===== config.mk =====
export PLATFORM = sky130hd
export DESIGN_NAME = dpll_control_param
export DESIGN_NICKNAME = d
export VERILOG_FILES = /design/src/rtl/dpll_control_param_pkg.sv /design/src/rtl/dpll_control_param_decision_stack.sv /design/src/rtl/dpll_control_param.sv
export SDC_FILE = /design/constraint.sdc
export NUM_CORES = 1
export LEC_CHECK = 0
export BUFFER_PORTS_ARGS = -buffer_cell sky130_fd_sc_hd__buf_2
export CORE_MARGIN = 2
export CORE_UTILIZATION = 48
export DETAILED_ROUTE_END_ITERATION = 6
export PLACE_DENSITY_LB_ADDON = 0.2
export SLEW_MARGIN = 40
export SYNTH_ARGS = -nofsm -noshare
export SYNTH_HDL_FRONTEND = slang
export SYNTH_SLANG_ARGS = --single-unit

===== constraint.sdc =====
create_clock -name clock -period 6.5 [get_ports clock]
set_input_delay 1.625 -clock clock [delete_from_list [all_inputs] [get_ports clock]]
set_output_delay 1.625 -clock clock [all_outputs]
set_load 0.005 [all_outputs]

===== src/rtl/dpll_control_param_pkg.sv =====
// Shared types and helpers for the DPLL top-level controller and its decision stack.
package dpll_control_param_pkg;

  localparam int unsigned CYC_W = 32;

  typedef enum logic [2:0] {
    ST_IDLE,
    ST_BCP,
    ST_WAIT_BCP,
    ST_DECIDE,
    ST_ASSIGN,
    ST_BT_POP,
    ST_UNDO,
    ST_DONE
  } ctrl_state_t;

  // Index width that never collapses to zero for tiny parameter values.
  function automatic int unsigned width_of(input int unsigned n);
    return (n < 2) ? 1 : $clog2(n);
  endfunction

endpackage


===== src/rtl/dpll_control_param_decision_stack.sv =====
// LIFO of decision entries {var, val, flipped}; one operation per cycle,
// priority clear > push > pop > flip_top.
module decision_stack
  import dpll_control_param_pkg::*;
#(
  parameter int unsigned VAR_W     = 6,
  parameter int unsigned MAX_DEPTH = 64,
  parameter int unsigned LVL_W     = 7
) (
  input  logic             clk,
  input  logic             rst_n,
  input  logic             clear,
  input  logic             push,
  input  logic             pop,
  input  logic             flip_top,
  input  logic [VAR_W-1:0] push_var,
  input  logic             push_val,
  output logic [VAR_W-1:0] top_var,
  output logic             top_val,
  output logic             top_flipped,
  output logic [LVL_W-1:0] depth,
  output logic             full,
  output logic             empty
);

  localparam int unsigned IDX_W = width_of(MAX_DEPTH);

  typedef struct packed {
    logic [VAR_W-1:0] var_id;
    logic             val;
    logic             flipped;
  } dec_entry_t;

  dec_entry_t       ent_q [MAX_DEPTH];
  dec_entry_t       ent_d [MAX_DEPTH];
  logic [LVL_W-1:0] depth_q, depth_d;
  logic [IDX_W-1:0] top_idx, wr_idx;

  assign top_idx = IDX_W'(depth_q - 1'b1);
  assign wr_idx  = IDX_W'(depth_q);
  assign full    = (depth_q == LVL_W'(MAX_DEPTH));
  assign empty   = (depth_q == '0);
  assign depth   = depth_q;

  assign top_var     = empty ? '0 : ent_q[top_idx].var_id;
  assign top_val     = empty ? 1'b0 : ent_q[top_idx].val;
  assign top_flipped = empty ? 1'b0 : ent_q[top_idx].flipped;

  always_comb begin
    ent_d   = ent_q;
    depth_d = depth_q;
    if (clear) begin
      depth_d = '0;
    end else if (push && !full) begin
      ent_d[wr_idx] = '{var_id: push_var, val: push_val, flipped: 1'b0};
      depth_d       = depth_q + 1'b1;
    end else if (pop && !empty) begin
      depth_d = depth_q - 1'b1;
    end else if (flip_top && !empty) begin
      ent_d[top_idx].val     = ~ent_q[top_idx].val;
      ent_d[top_idx].flipped = 1'b1;
    end
  end

  always_ff @(posedge clk or negedge rst_n) begin
    if (!rst_n) begin
      ent_q   <= '{default: '0};
      depth_q <= '0;
    end else begin
      ent_q   <= ent_d;
      depth_q <= depth_d;
    end
  end

endmodule


===== src/rtl/dpll_control_param.sv =====
// DPLL top-level controller: sequences BCP, decide and assign, backtracks
// chronologically over the decision stack, with cycle budget, abort and overflow error.
module dpll_control_param
  import dpll_control_param_pkg::*;
#(
  parameter  int unsigned NUM_VARS   = 64,
  parameter  int unsigned MAX_DEPTH  = 64,
  parameter  int unsigned MAX_CYCLES = 0,
  localparam int unsigned VAR_W      = width_of(NUM_VARS),
  localparam int unsigned LVL_W      = $clog2(MAX_DEPTH + 1)
) (
  input  logic             clock,
  input  logic             reset,
  input  logic             start,
  input  logic             abort,
  output logic             bcp_start,
  input  logic             bcp_done,
  input  logic             bcp_conflict,
  output logic             dec_req,
  input  logic             dec_valid,
  input  logic             dec_all_assigned,
  input  logic [VAR_W-1:0] dec_var,
  input  logic             dec_val,
  output logic             asg_valid,
  input  logic             asg_ready,
  output logic [VAR_W-1:0] asg_var,
  output logic             asg_val,
  output logic [LVL_W-1:0] asg_level,
  output logic             undo_valid,
  input  logic             undo_ready,
  output logic [LVL_W-1:0] undo_level,
  output logic             busy,
  output logic             sat,
  output logic             unsat,
  output logic             timeout,
  output logic             error,
  output logic [LVL_W-1:0] cur_level,
  output logic [CYC_W-1:0] cycle_count
);

  localparam logic [CYC_W-1:0] CYC_LAST = CYC_W'(MAX_CYCLES - 1);

  ctrl_state_t      state_q, state_d;
  logic             sat_q, sat_d;
  logic             unsat_q, unsat_d;
  logic             timeout_q, timeout_d;
  logic             error_q, error_d;
  logic [CYC_W-1:0] cyc_q, cyc_d;

  logic             stk_clear, stk_push, stk_pop, stk_flip;
  logic [VAR_W-1:0] stk_top_var;
  logic             stk_top_val, stk_top_flipped;
  logic [LVL_W-1:0] stk_depth;
  logic             stk_full, stk_empty;
  logic             budget_hit;

  decision_stack #(
    .VAR_W     (VAR_W),
    .MAX_DEPTH (MAX_DEPTH),
    .LVL_W     (LVL_W)
  ) u_stack (
    .clk         (clock),
    .rst_n       (reset),
    .clear       (stk_clear),
    .push        (stk_push),
    .pop         (stk_pop),
    .flip_top    (stk_flip),
    .push_var    (dec_var),
    .push_val    (dec_val),
    .top_var     (stk_top_var),
    .top_val     (stk_top_val),
    .top_flipped (stk_top_flipped),
    .depth       (stk_depth),
    .full        (stk_full),
    .empty       (stk_empty)
  );

  assign busy       = (state_q != ST_IDLE) && (state_q != ST_DONE);
  assign bcp_start  = (state_q == ST_BCP);
  assign dec_req    = (state_q == ST_DECIDE);
  assign asg_valid  = (state_q == ST_ASSIGN);
  assign undo_valid = (state_q == ST_UNDO);

  assign asg_var    = asg_valid ? stk_top_var : '0;
  assign asg_val    = asg_valid & stk_top_val;
  assign asg_level  = asg_valid ? stk_depth : '0;
  assign undo_level = undo_valid ? (stk_depth - 1'b1) : '0;

  assign cur_level   = stk_depth;
  assign cycle_count = cyc_q;
  assign sat         = sat_q;
  assign unsat       = unsat_q;
  assign timeout     = timeout_q;
  assign error       = error_q;

  assign budget_hit = busy && (MAX_CYCLES != 0) && (cyc_q == CYC_LAST);

  always_comb begin
    state_d   = state_q;
    sat_d     = sat_q;
    unsat_d   = unsat_q;
    timeout_d = timeout_q;
    error_d   = error_q;
    cyc_d     = cyc_q;
    stk_clear = 1'b0;
    stk_push  = 1'b0;
    stk_pop   = 1'b0;
    stk_flip  = 1'b0;

    if (busy && (cyc_q != '1)) cyc_d = cyc_q + 1'b1;

    case (state_q)
      ST_IDLE, ST_DONE: begin
        if (start) begin
          sat_d     = 1'b0;
          unsat_d   = 1'b0;
          timeout_d = 1'b0;
          error_d   = 1'b0;
          cyc_d     = '0;
          stk_clear = 1'b1;
          state_d   = ST_BCP;
        end
      end
      ST_BCP: state_d = ST_WAIT_BCP;
      ST_WAIT_BCP: begin
        if (bcp_done) begin
          if (!bcp_conflict) begin
            state_d = ST_DECIDE;
          end else if (stk_empty) begin
            unsat_d = 1'b1;
            state_d = ST_DONE;
          end else begin
            state_d = ST_BT_POP;
          end
        end
      end
      ST_DECIDE: begin
        if (dec_valid) begin
          if (dec_all_assigned) begin
            sat_d   = 1'b1;
            state_d = ST_DONE;
          end else if (stk_full) begin
            error_d = 1'b1;
            state_d = ST_DONE;
          end else begin
            stk_push = 1'b1;
            state_d  = ST_ASSIGN;
          end
        end
      end
      ST_ASSIGN: if (asg_ready) state_d = ST_BCP;
      ST_BT_POP: begin
        // Already-flipped decisions are exhausted; the first unflipped one gets retried.
        if (stk_top_flipped) begin
          stk_pop = 1'b1;
          if (stk_depth == LVL_W'(1)) begin
            unsat_d = 1'b1;
            state_d = ST_DONE;
          end
        end else begin
          stk_flip = 1'b1;
          state_d  = ST_UNDO;
        end
      end
      ST_UNDO: if (undo_ready) state_d = ST_ASSIGN;
      default: state_d = ST_IDLE;
    endcase

    // Budget expiry discards any result or stack update decided this cycle.
    if (budget_hit) begin
      state_d   = ST_DONE;
      timeout_d = 1'b1;
      sat_d     = sat_q;
      unsat_d   = unsat_q;
      error_d   = error_q;
      stk_push  = 1'b0;
      stk_pop   = 1'b0;
      stk_flip  = 1'b0;
    end

    if (abort) begin
      state_d   = ST_IDLE;
      sat_d     = 1'b0;
      unsat_d   = 1'b0;
      timeout_d = 1'b0;
      error_d   = 1'b0;
      cyc_d     = '0;
      stk_clear = 1'b1;
      stk_push  = 1'b0;
      stk_pop   = 1'b0;
      stk_flip  = 1'b0;
    end
  end

  always_ff @(posedge clock or negedge reset) begin
    if (!reset) begin
      state_q   <= ST_IDLE;
      sat_q     <= 1'b0;
      unsat_q   <= 1'b0;
      timeout_q <= 1'b0;
      error_q   <= 1'b0;
      cyc_q     <= '0;
    end else begin
      state_q   <= state_d;
      sat_q     <= sat_d;
      unsat_q   <= unsat_d;
      timeout_q <= timeout_d;
      error_q   <= error_d;
      cyc_q     <= cyc_d;
    end
  end

endmodule

Word-level counts from Yosys, hierarchy flattened
Index checks and enable logic that the tools add are counted.
{"block": "classes", "addsub": 3, "magnitude_cmp": 4, "eq_ne": 25, "muxes": 74, "bitwise": 5, "reduce_logical": 25}
{"cell": "512-bit bitwise mux", "n": 3}
{"cell": "512-bit 2-to-1 mux", "n": 3}
{"cell": "8-bit demux with 6-bit select", "n": 3}
{"cell": "32-bit 2-to-1 mux", "n": 4}
{"cell": "8-bit binary-select mux with 6-bit select", "n": 1}
{"cell": "7-bit 2-to-1 mux", "n": 5}
{"cell": "1-bit 2-to-1 mux", "n": 33}
{"cell": "32-bit by 1-bit adder with 32-bit output, second input constant", "n": 1}
{"cell": "32-bit != test, second input constant", "n": 1}
{"cell": "3-bit 2-to-1 mux", "n": 9}
{"cell": "8-bit 2-to-1 mux", "n": 3}
{"cell": "3-bit != test, second input constant", "n": 7}
{"cell": "3-bit case mux with 7 select lines", "n": 1}
{"cell": "3-bit by 2-bit != test with 1-bit output, second input constant", "n": 6}
{"cell": "7-bit >= comparator, second input constant", "n": 2}
{"cell": "7-bit by 1-bit < comparator with 1-bit output, second input constant", "n": 2}
{"cell": "6-bit inverter with 7-bit output", "n": 2}
{"cell": "3-bit equality test, second input constant", "n": 4}
{"cell": "6-bit 2-to-1 mux", "n": 2}
{"cell": "3-bit nonzero test", "n": 3}
{"cell": "2-bit 2-to-1 mux", "n": 4}
{"cell": "7-bit by 1-bit adder with 7-bit output, second input constant", "n": 1}
{"cell": "7-bit by 1-bit equality test with 1-bit output, second input constant", "n": 1}
{"cell": "7-bit equality test, second input constant", "n": 1}
{"cell": "22 further kinds", "n": 34}
{"block": "word_totals", "ff_bits": 558, "in_bits": 17, "out_inout_bits": 69, "word_cells": 335}

Depth between registers and ports, before layout
Gate-level depths: netlist of run 1.
{"block": "logic_depth", "depth_word": 13, "ltp_mapped": 21, "depth_no_buf": 10}

Modules after synthesis
From an unflattened synthesis of run 1, not the netlist that was laid out.
{"block": "unflattened", "cells_unflattened": 2753, "area_unflattened_um2": 28318.4}
{"module": "decision_stack", "n_inst": 1, "cells_each": 2442, "area_each_um2": 25670.9}
{"module": "dpll_control_param", "n_inst": 1, "cells_each": 311, "area_each_um2": 2647.5}

Least setup slack after synthesis of run 1
Ideal clock, no wire load.
{"block": "synth_timing", "path_kind": "flip-flop to output port", "start": "register u_stack.depth_q[0], in the netlist u_stack.depth[0]", "end": "output asg_var[0]", "arrival_time_ps": 4521, "required_ps": 4875, "slack_ps": 354, "path_stages_with_launch": 20, "path_buffers": 11, "cell_sequence": "dfrtp_1 -> buf_2 -> buf_2 -> inv_1 -> clkbuf_1 -> clkbuf_1 -> clkbuf_1 -> buf_1 -> ha_1 -> xor2_1 -> buf_4 -> buf_4 -> buf_4 -> buf_2 -> buf_2 -> nand2_1 -> a32oi_1 -> o21ai_0 -> a221o_1 -> a211oi_1"}
{"block": "synth_via", "elab_chain_cells": 7, "elab_cells_between_ends": 8}
{"element": "start, declared", "line_no": "dpll_control_param_decision_stack.sv:36", "rtl": "logic [LVL_W-1:0] depth_q, depth_d;"}
{"element": "start signal, assigned", "line_no": "dpll_control_param_decision_stack.sv:71", "rtl": "depth_q <= depth_d;"}
{"element": "7-bit by 1-bit subtractor with 7-bit output"}
{"element": "6-bit inverter with 7-bit output (not written as such)", "line_no": "dpll_control_param_decision_stack.sv:45", "rtl": "assign top_var = empty ? '0 : ent_q[top_idx].var_id;"}
{"element": "8-bit binary-select mux with 6-bit select", "line_no": "dpll_control_param_decision_stack.sv:45"}
{"element": "8-bit 2-to-1 mux (not written as such) (2 in series)", "line_no": "dpll_control_param_decision_stack.sv:45"}
{"element": "6-bit 2-to-1 mux (*)", "line_no": "dpll_control_param_decision_stack.sv:45"}
{"element": "6-bit 2-to-1 mux (*)", "line_no": "dpll_control_param.sv:84", "rtl": "assign asg_var = asg_valid ? stk_top_var : '0;"}
{"element": "end, declared", "line_no": "dpll_control_param.sv:26", "rtl": "output logic [VAR_W-1:0] asg_var,"}
Mark *: on every way between the ends. The rest lies on a longest branch, timed or not. The select of a mux whose other input is x is not followed.

Worst setup path after layout of run 1
{"block": "layout_timing", "start": "register u_stack.depth_q[1], in the netlist u_stack.depth[1]", "end": "output asg_var[1]"}
Same word-level chain as after synthesis.

==> results.sh, run 1 <==
export IMPL_hold_end="u_stack.ent_q[245]"
export IMPL_synth_edf_count=0
export IMPL_row_count=87
export IMPL_worstPathArrival_ns=4.69
export IMPL_wl_met1_mm=39.5
export IMPL_power_frac_seq_pct=46.4
export IMPL_synthToLayoutAreaGrowth_pct=13.6
export IMPL_finalSetupViolCount=0
export IMPL_swShare_pct=25.7
export IMPL_first_pass_iters=7
export IMPL_crit_chain="clkinvlp_4, ha_4, buf_4, nor2_1, nand2_2, buf_4, o22ai_1, nor4_1, nor3_1, a31oi_1, nor2_1, nor4_2, buf_2"
export IMPL_period_share_pct=97.1
export IMPL_grt_max_degree=141
export IMPL_routed_via_count=22800
export IMPL_max_slew_margin_pct=37.4
export IMPL_p_sw_uw=1960
export IMPL_synth_ff_type="dfrtp_1"
export IMPL_cts_max_level=2
export IMPL_drive_gt1_share_pct=25.5
export IMPL_syn_area_um2=27200
export IMPL_r2r_end="u_stack.ent_q[393]"
export IMPL_dpl_hpwl_mm=64.6
export IMPL_clock_sinks=557
export IMPL_hold_path_cell_count=2
export IMPL_max_slew_worst_pin_slew_ns=0.935
export IMPL_wl_per_cell_um=28.8
export IMPL_floorplan_io_pins=86
export IMPL_clock_skew_ns=0.0310
export IMPL_nNetsFinal=2654
export IMPL_coreArea_um2=56200
export IMPL_cts_root_buf="clkbuf_16"
export IMPL_port_buffers=84
export IMPL_drtIter0Drc=3177
export IMPL_leakage_uw=0.0147
export IMPL_numCtsBuffers=60
export IMPL_layout_common_cells="dfrtp_1 (555), nand2_1 (525), mux2_2 (315), nor2_1 (121), buf_4 (93)"
export IMPL_syn_inst=2566
export IMPL_netlist_cell_type_count=75
export IMPL_cp_required_ns=4.88
export IMPL_grt_pass1_wl_mm=148
export IMPL_grt_usage_pct=33.4
export IMPL_postSynth_asyncResetShare_pct=100
export IMPL_critPathSlowestCell="nor4_1"
export IMPL_drc=0
export IMPL_met3_length_mm=10.5
export IMPL_regToRegSetupSlack_ns=1.39
export IMPL_dr_wl_met2_mm=42.2
export IMPL_grt_pass1_vias=22200
export IMPL_status="completed"
export IMPL_cts_hold_buf=0
export IMPL_max_freq_mhz=158
export IMPL_holdCritPathClass="flop to flop"
export IMPL_initial_core_util_pct=48.4
export IMPL_mostFrequentLayoutCell="dfrtp_1"
export IMPL_pwr_share_clk_pct=45.6
export IMPL_r2r_start="u_stack.depth[2]"
export IMPL_tritoncts="built"
export IMPL_finalHoldViolations=0
export IMPL_globalplace_congestion=1.02
export IMPL_worstSetupEndpointType="primary output"
export IMPL_die_h_um=242
export IMPL_critical_path_max_fanout=20
export IMPL_cpLargestDelayFamily="simple AND/OR/NAND/NOR gates"
export IMPL_fin_crit_ns=6.31
export IMPL_p_per_area_nw_per_um2=247
export IMPL_slowest_delay_ns=0.56
export IMPL_path_clk_slew_ns=0.06
export IMPL_avgSynthCellArea_um2=10.6
export IMPL_max_cap_violations=0
export IMPL_finalSetupTns_ns=0
export IMPL_clk_latency_ns=0.65
export IMPL_grt_overflow_total=0
export IMPL_yosys_warnings=0
export IMPL_crit_buf_inv=4
export IMPL_synth_seq_area_share_pct=51.3
export IMPL_ys_seq_elements=557
export IMPL_syn_nets=2588
export IMPL_r2r_cells=12
export IMPL_antenna_found_initial=1
export IMPL_crit_type="flop to primary output"
export IMPL_start_kind="flop"
export IMPL_p_comb_share_pct=8.1
export IMPL_ant_nets=0
export IMPL_peakVddDrop_v=0.000227
export IMPL_top_layer_used="met4"
export IMPL_slew_violations=0
export IMPL_wl_mm=98.9
export IMPL_die_x_um=242
export IMPL_cellInternalPower_uw=5680
export IMPL_power_uw=7640
export IMPL_viasPerCell=6.63
export IMPL_rsz0062_at_grt="false"
export IMPL_hold_path_startpoint="u_stack.ent_q[245]"
export IMPL_die_area_um2=58600
export IMPL_clockBufferDepth=3
## layer usage
metal	track usage [%]	vias to the layer above
li1	-	9483
met4	19.5	0
met1	45.8	11500
met3	8.44	409
met5	0	-
met2	47.9	1390
## power by group through the flow
stage          clock [µW]  sequential [µW]  combinational (µW)
2_1_floorplan           0             3580                 344
3_3_place_gp            0             3600                 590
3_5_place_dp            0             3600                 596
4_1_cts              3510             3540                 599
5_1_grt              3670             3550                 658
6_report             3480             3540                 618
## worst register-to-register path, stage by stage, from the launching register on
cell and delay (ns):
dfrtp_1 0.83, buf_4 0.30, nor3_4 0.05, buf_4 0.23, xnor2_2 0.41, buf_4 0.40, nand4_1 0.54, nor2_2 0.58
a311oi_1 0.11, nand2_1 0.44, buf_4 0.46, nand3_1 0.36, o221ai_1 0.31
## worst max-delay path by stage
stage	startpoint	cells past startpoint	to
3_5_place_dp	u_stack.depth[1]	12	asg_var[1]
6_report	u_stack.depth[1]	13	asg_var[1]
3_3_place_gp	u_stack.depth[1]	11	asg_var[3]
2_1_floorplan	u_stack.depth[0]	19	asg_var[0]
4_1_cts	u_stack.depth[1]	11	asg_val
5_1_grt	u_stack.depth[1]	12	asg_var[5]
## through the flow
| stage | worst slack, ns | instance area (µm²) | hold WS [ns] | instances | util (%) |
|---|---|---|---|---|---|
| after floorplan | 0.354 | 27200 | 0.438 | 2566 | - |
| after global placement | 0.483 | 28700 | 0.451 | 3322 | 51.1 |
| after detailed placement | 0.547 | 28700 | 0.458 | 3322 | 51.1 |
| after CTS | 0.0435 | 30800 | 0.472 | 3435 | 54.8 |
| after global routing | 0.223 | 30900 | 0.499 | 3436 | 55.0 |
| final | 0.189 | 30900 | 0.472 | 3437 | 55.0 |
## synth_stat cells, types with 13 or more instances
| cell type | n | share of area, % |
|---|---|---|
| o31ai_1 | 14 | 0.39 |
| mux2_2 | 315 | 13 |
| o221ai_1 | 50 | 1.6 |
| dfrtp_1 | 557 | 51 |
| o22ai_1 | 70 | 1.6 |
| or3_1 | 13 | 0.30 |
| nor4_1 | 16 | 0.37 |
| nor2_1 | 131 | 1.8 |
| inv_1 | 18 | 0.25 |
| nand2_1 | 526 | 7.3 |
| clkbuf_1 | 115 | 1.6 |
| xor2_1 | 16 | 0.52 |
| o21ai_0 | 59 | 1.1 |
| a22o_1 | 31 | 1.0 |
| and3_1 | 13 | 0.30 |
| nor3_1 | 55 | 1.0 |
| mux2i_1 | 47 | 1.7 |
| buf_1 | 19 | 0.26 |
| and2_1 | 16 | 0.37 |
| a21oi_1 | 45 | 0.83 |
| mux4_2 | 26 | 2.2 |
| a31oi_1 | 36 | 0.83 |
| buf_2 | 36 | 0.66 |
| nand3_1 | 82 | 1.5 |
| nor2b_1 | 15 | 0.35 |
| xnor2_1 | 16 | 0.52 |
| o311ai_1 | 22 | 0.71 |
| a211oi_1 | 16 | 0.44 |
## sequential cells by signal, indices dropped and copies added (netlist names)
name	flops
state_q	3
sat	1
cycle_count	32
error	1
u_stack.ent_q	512
u_stack.depth	7
unsat	1
## what timing repair did
item                                    CTS  global route
buffers inserted                          3             0
endpoints found under the setup margin    2             7
resized for setup                         1            13
## area by class of cell
type                            count  area [µm²]
Fill cell                        4892       25300
Sequential cell                   557       13900
Clock inverter                     25         265
Inverter                           19        75.1
Clock buffer                       85        1740
Multi-Input combinational cell   1806       12600
Timing Repair Buffer              188        1340
Antenna cell                        1        2.50
Tap cell                          756         946
## logic make-up (layout without fill, tap and decap cells)
logic type / after synthesis / in the layout / share of synthesized area [%]
adders and majority gates: 5 / 5 / 0.230
other: 1 / 2 / 0.0138
AOI/OAI and AO/OA: 464 / 464 / 12.7
muxes: 388 / 388 / 16.9
xor gates and xnor gates: 32 / 32 / 1.03
and+or+nand+nor: 916 / 916 / 14.6
buffers and inverters: 203 / 317 / 3.19
DFF: 557 / 557 / 51.3
Note: power is estimated with default switching activity, not from simulation.
==> inputs of run 2 (changes only) <==
--- a/config.mk
+++ b/config.mk
@@ -8,6 +8,7 @@
 export BUFFER_PORTS_ARGS = -buffer_cell sky130_fd_sc_hd__buf_2
 export CORE_MARGIN = 2
 export CORE_UTILIZATION = 48
+export CTS_BUF_LIST = sky130_fd_sc_hd__clkbuf_2 sky130_fd_sc_hd__clkbuf_4 sky130_fd_sc_hd__clkbuf_8
 export DETAILED_ROUTE_END_ITERATION = 6
 export PLACE_DENSITY_LB_ADDON = 0.2
 export SLEW_MARGIN = 40
==> run 2 against run 1 <==
Net effect: count of clock-buffer cells in the layout rose by 69; global-route usage grew 0.36 points; highest routed layer is now met5; worst setup slack lost 0.11 ns; clock power shrank 5%; die area did not move; non-clock buffer count up 2; routed wire length hardly changed; maximum frequency is 1.7% lower; worst hold slack worse by 0.00067 ns; critical path depth is 1 lower; combinational power about the same; first-iteration DRC count is 7.5% lower.
==> results.sh, run 2 (synthesis gave the netlist of run 1 again) <==
export IMPL_clock_skew_ns=0.0323
export IMPL_mostFrequentLayoutCell="dfrtp_1"
export IMPL_dp_slack_ns=0.547
export IMPL_fin_crit_ns=6.42
export IMPL_cts_root_buf="clkbuf_8"
export IMPL_p_per_area_nw_per_um2=242
export IMPL_holdCritPathClass="flop to flop"
export IMPL_peakVddDrop_v=0.000223
export IMPL_routed_via_count=23100
export IMPL_crit_buf_inv=4
export IMPL_layout_common_cells="dfrtp_1 (555), nand2_1 (525), mux2_2 (315), nor2_1 (121), clkbuf_8 (117)"
export IMPL_critical_path_max_fanout=13
export IMPL_globalplace_congestion=1.02
export IMPL_wl_per_cell_um=28.3
export IMPL_viasPerCell=6.60
export IMPL_drive_gt1_share_pct=27.4
export IMPL_max_cap_violations=0
export IMPL_antenna_found_initial=2
export IMPL_cpLargestDelayFamily="compound AO/OA/AOI/OAI gates"
export IMPL_critPathSlowestCell="dfrtp_2"
export IMPL_finalSetupViolCount=0
export IMPL_dpl_hpwl_mm=64.6
export IMPL_slew_violations=0
export IMPL_wl_mm=98.9
export IMPL_first_pass_iters=5
export IMPL_max_freq_mhz=156
export IMPL_ant_nets=0
export IMPL_p_comb_share_pct=8.3
export IMPL_drc=0
export IMPL_cts_max_level=3
export IMPL_crit_type="flop to primary output"
export IMPL_worstPathArrival_ns=4.79
export IMPL_drtIter0Drc=2938
export IMPL_pwr_share_clk_pct=44.3
export IMPL_placed_cells=3322
export IMPL_floorplan_io_pins=86
export IMPL_clockBufferDepth=3
export IMPL_power_frac_seq_pct=47.4
export IMPL_leakage_uw=0.0147
export IMPL_largest_reg_flops=512
export IMPL_clock_sinks=557
export IMPL_nFillCells=4980
export IMPL_clk_latency_ns=0.73
export IMPL_die_area_um2=58600
export IMPL_path_clk_slew_ns=0.06
export IMPL_grt_pass1_vias=22500
export IMPL_grt_overflow_total=0
export IMPL_slowest_delay_ns=0.52
export IMPL_finalHoldViolations=0
export IMPL_setup_slack_ns=0.0825
export IMPL_coreArea_um2=56200
export IMPL_cp_required_ns=4.88
export IMPL_period_share_pct=98.7
export IMPL_nNetsFinal=2689
export IMPL_numCtsBuffers=93
export IMPL_cellInternalPower_uw=5530
export IMPL_max_slew_worst_pin_slew_ns=0.927
export IMPL_grt_pass1_wl_mm=149
export IMPL_synthToLayoutAreaGrowth_pct=13.6
export IMPL_grt_usage_pct=33.7
export IMPL_top_register="u_stack.ent_q"
export IMPL_grt_max_degree=141
export IMPL_diodes=0
export IMPL_die_h_um=242
export IMPL_final_cells=3492
export IMPL_status="completed"
export IMPL_start_kind="flop"
export IMPL_max_slew_margin_pct=38.2
export IMPL_crit_top_cell="buf_4"
export IMPL_initial_core_util_pct=48.4
export IMPL_p_sw_uw=1950
export IMPL_port_buffers=84
export IMPL_die_x_um=242
export IMPL_swShare_pct=26.0
export IMPL_worstSetupEndpointType="primary output"
export IMPL_tritoncts="built"
export IMPL_row_count=87
export IMPL_finalSetupTns_ns=0
export IMPL_rsz0062_at_grt="false"
export IMPL_crit_chain="clkinvlp_4, ha_4, xor2_4, buf_4, nand2_1, buf_4, o22a_1, o221ai_1, a222oi_1, nand3_1, a21oi_1, buf_2"
==> run 2: changes by cell type in the layout (fill, tap and decap cells not counted), moves of 2 or more <==
cell / previous run / this run
clkbuf_8: 14 / 117
clkbuf_16: 60 / 0
clkbuf_4: 0 / 37
clkbuf_1: 11 / 0
clkinv_2: 11 / 4
bufinv_16: 4 / 1
clkinv_4: 3 / 0
buf_12: 8 / 10
inv_6: 2 / 0
==> run 2: layout make-up <==
class / count / area, µm² / area share, %
sequential: 557 / 13900 / 45.1
clock inverter: 10 / 96.3 / 0.312
tap: 756 / 946 / 3.06
timing repair buffer: 190 / 1380 / 4.45
clock buffer: 154 / 1890 / 6.11
multi-input combinational: 1806 / 12600 / 40.7
inverter: 19 / 75.1 / 0.243
==> run 2: power by group through the flow <==
stage | combinational [µW] | sequential, µW | clock (µW)
floorplan | 344 | 3580 | 0
global placement | 590 | 3600 | 0
detailed placement | 596 | 3600 | 0
CTS | 600 | 3540 | 3370
global route | 662 | 3550 | 3530
finish | 620 | 3540 | 3310
==> run 2: worst min-delay path, stage by stage (launching register included) <==
cell and delay [ns]:
dfrtp_1 0.35, nand2_1 0.05, nand2_1 0.05
==> run 2: routing by layer <==
metal	GRT usage, %	part of all wire [%]	wire, µm
met1	45.5	40	39400
met2	48.3	42	42000
met3	9.74	11	10800
met4	20.1	6.8	6700
met5	0	0.013	13
==> run 2: final timing paths <==
kind,startpoint,to,slack (ns),cells past startpoint
min in group asynchronous,reset,u_stack.ent_q[87],0.93,1
hold reg to reg,u_stack.ent_q[464],u_stack.ent_q[464],0.47,2
setup reg to reg,u_stack.depth[2],u_stack.ent_q[393],1.37,12
setup / recovery,u_stack.depth[1],asg_var[5],0.08,12
hold / removal,u_stack.ent_q[464],u_stack.ent_q[464],0.47,2
max in group asynchronous,reset,cycle_count[16],4.23,3
==> run 2: timing repair <==
action	CTS	global route
setup buffers	3	0
endpoints found under the setup margin	5	6
gates cloned	0	0
hold buffers	0	0
gates resized for setup	5	9
==> run 2: metrics by stage <==
step | area (µm²) | total power, µW | util [%] | hold slack, ns
3_3_place_gp | 28700 | 4190 | 51.1 | 0.451
2_1_floorplan | 27200 | 3920 | - | 0.438
6_report | 30900 | 7480 | 55.0 | 0.471
4_1_cts | 30800 | 7510 | 54.8 | 0.474
5_1_grt | 30900 | 7740 | 55.0 | 0.498
3_5_place_dp | 28700 | 4200 | 51.1 | 0.458
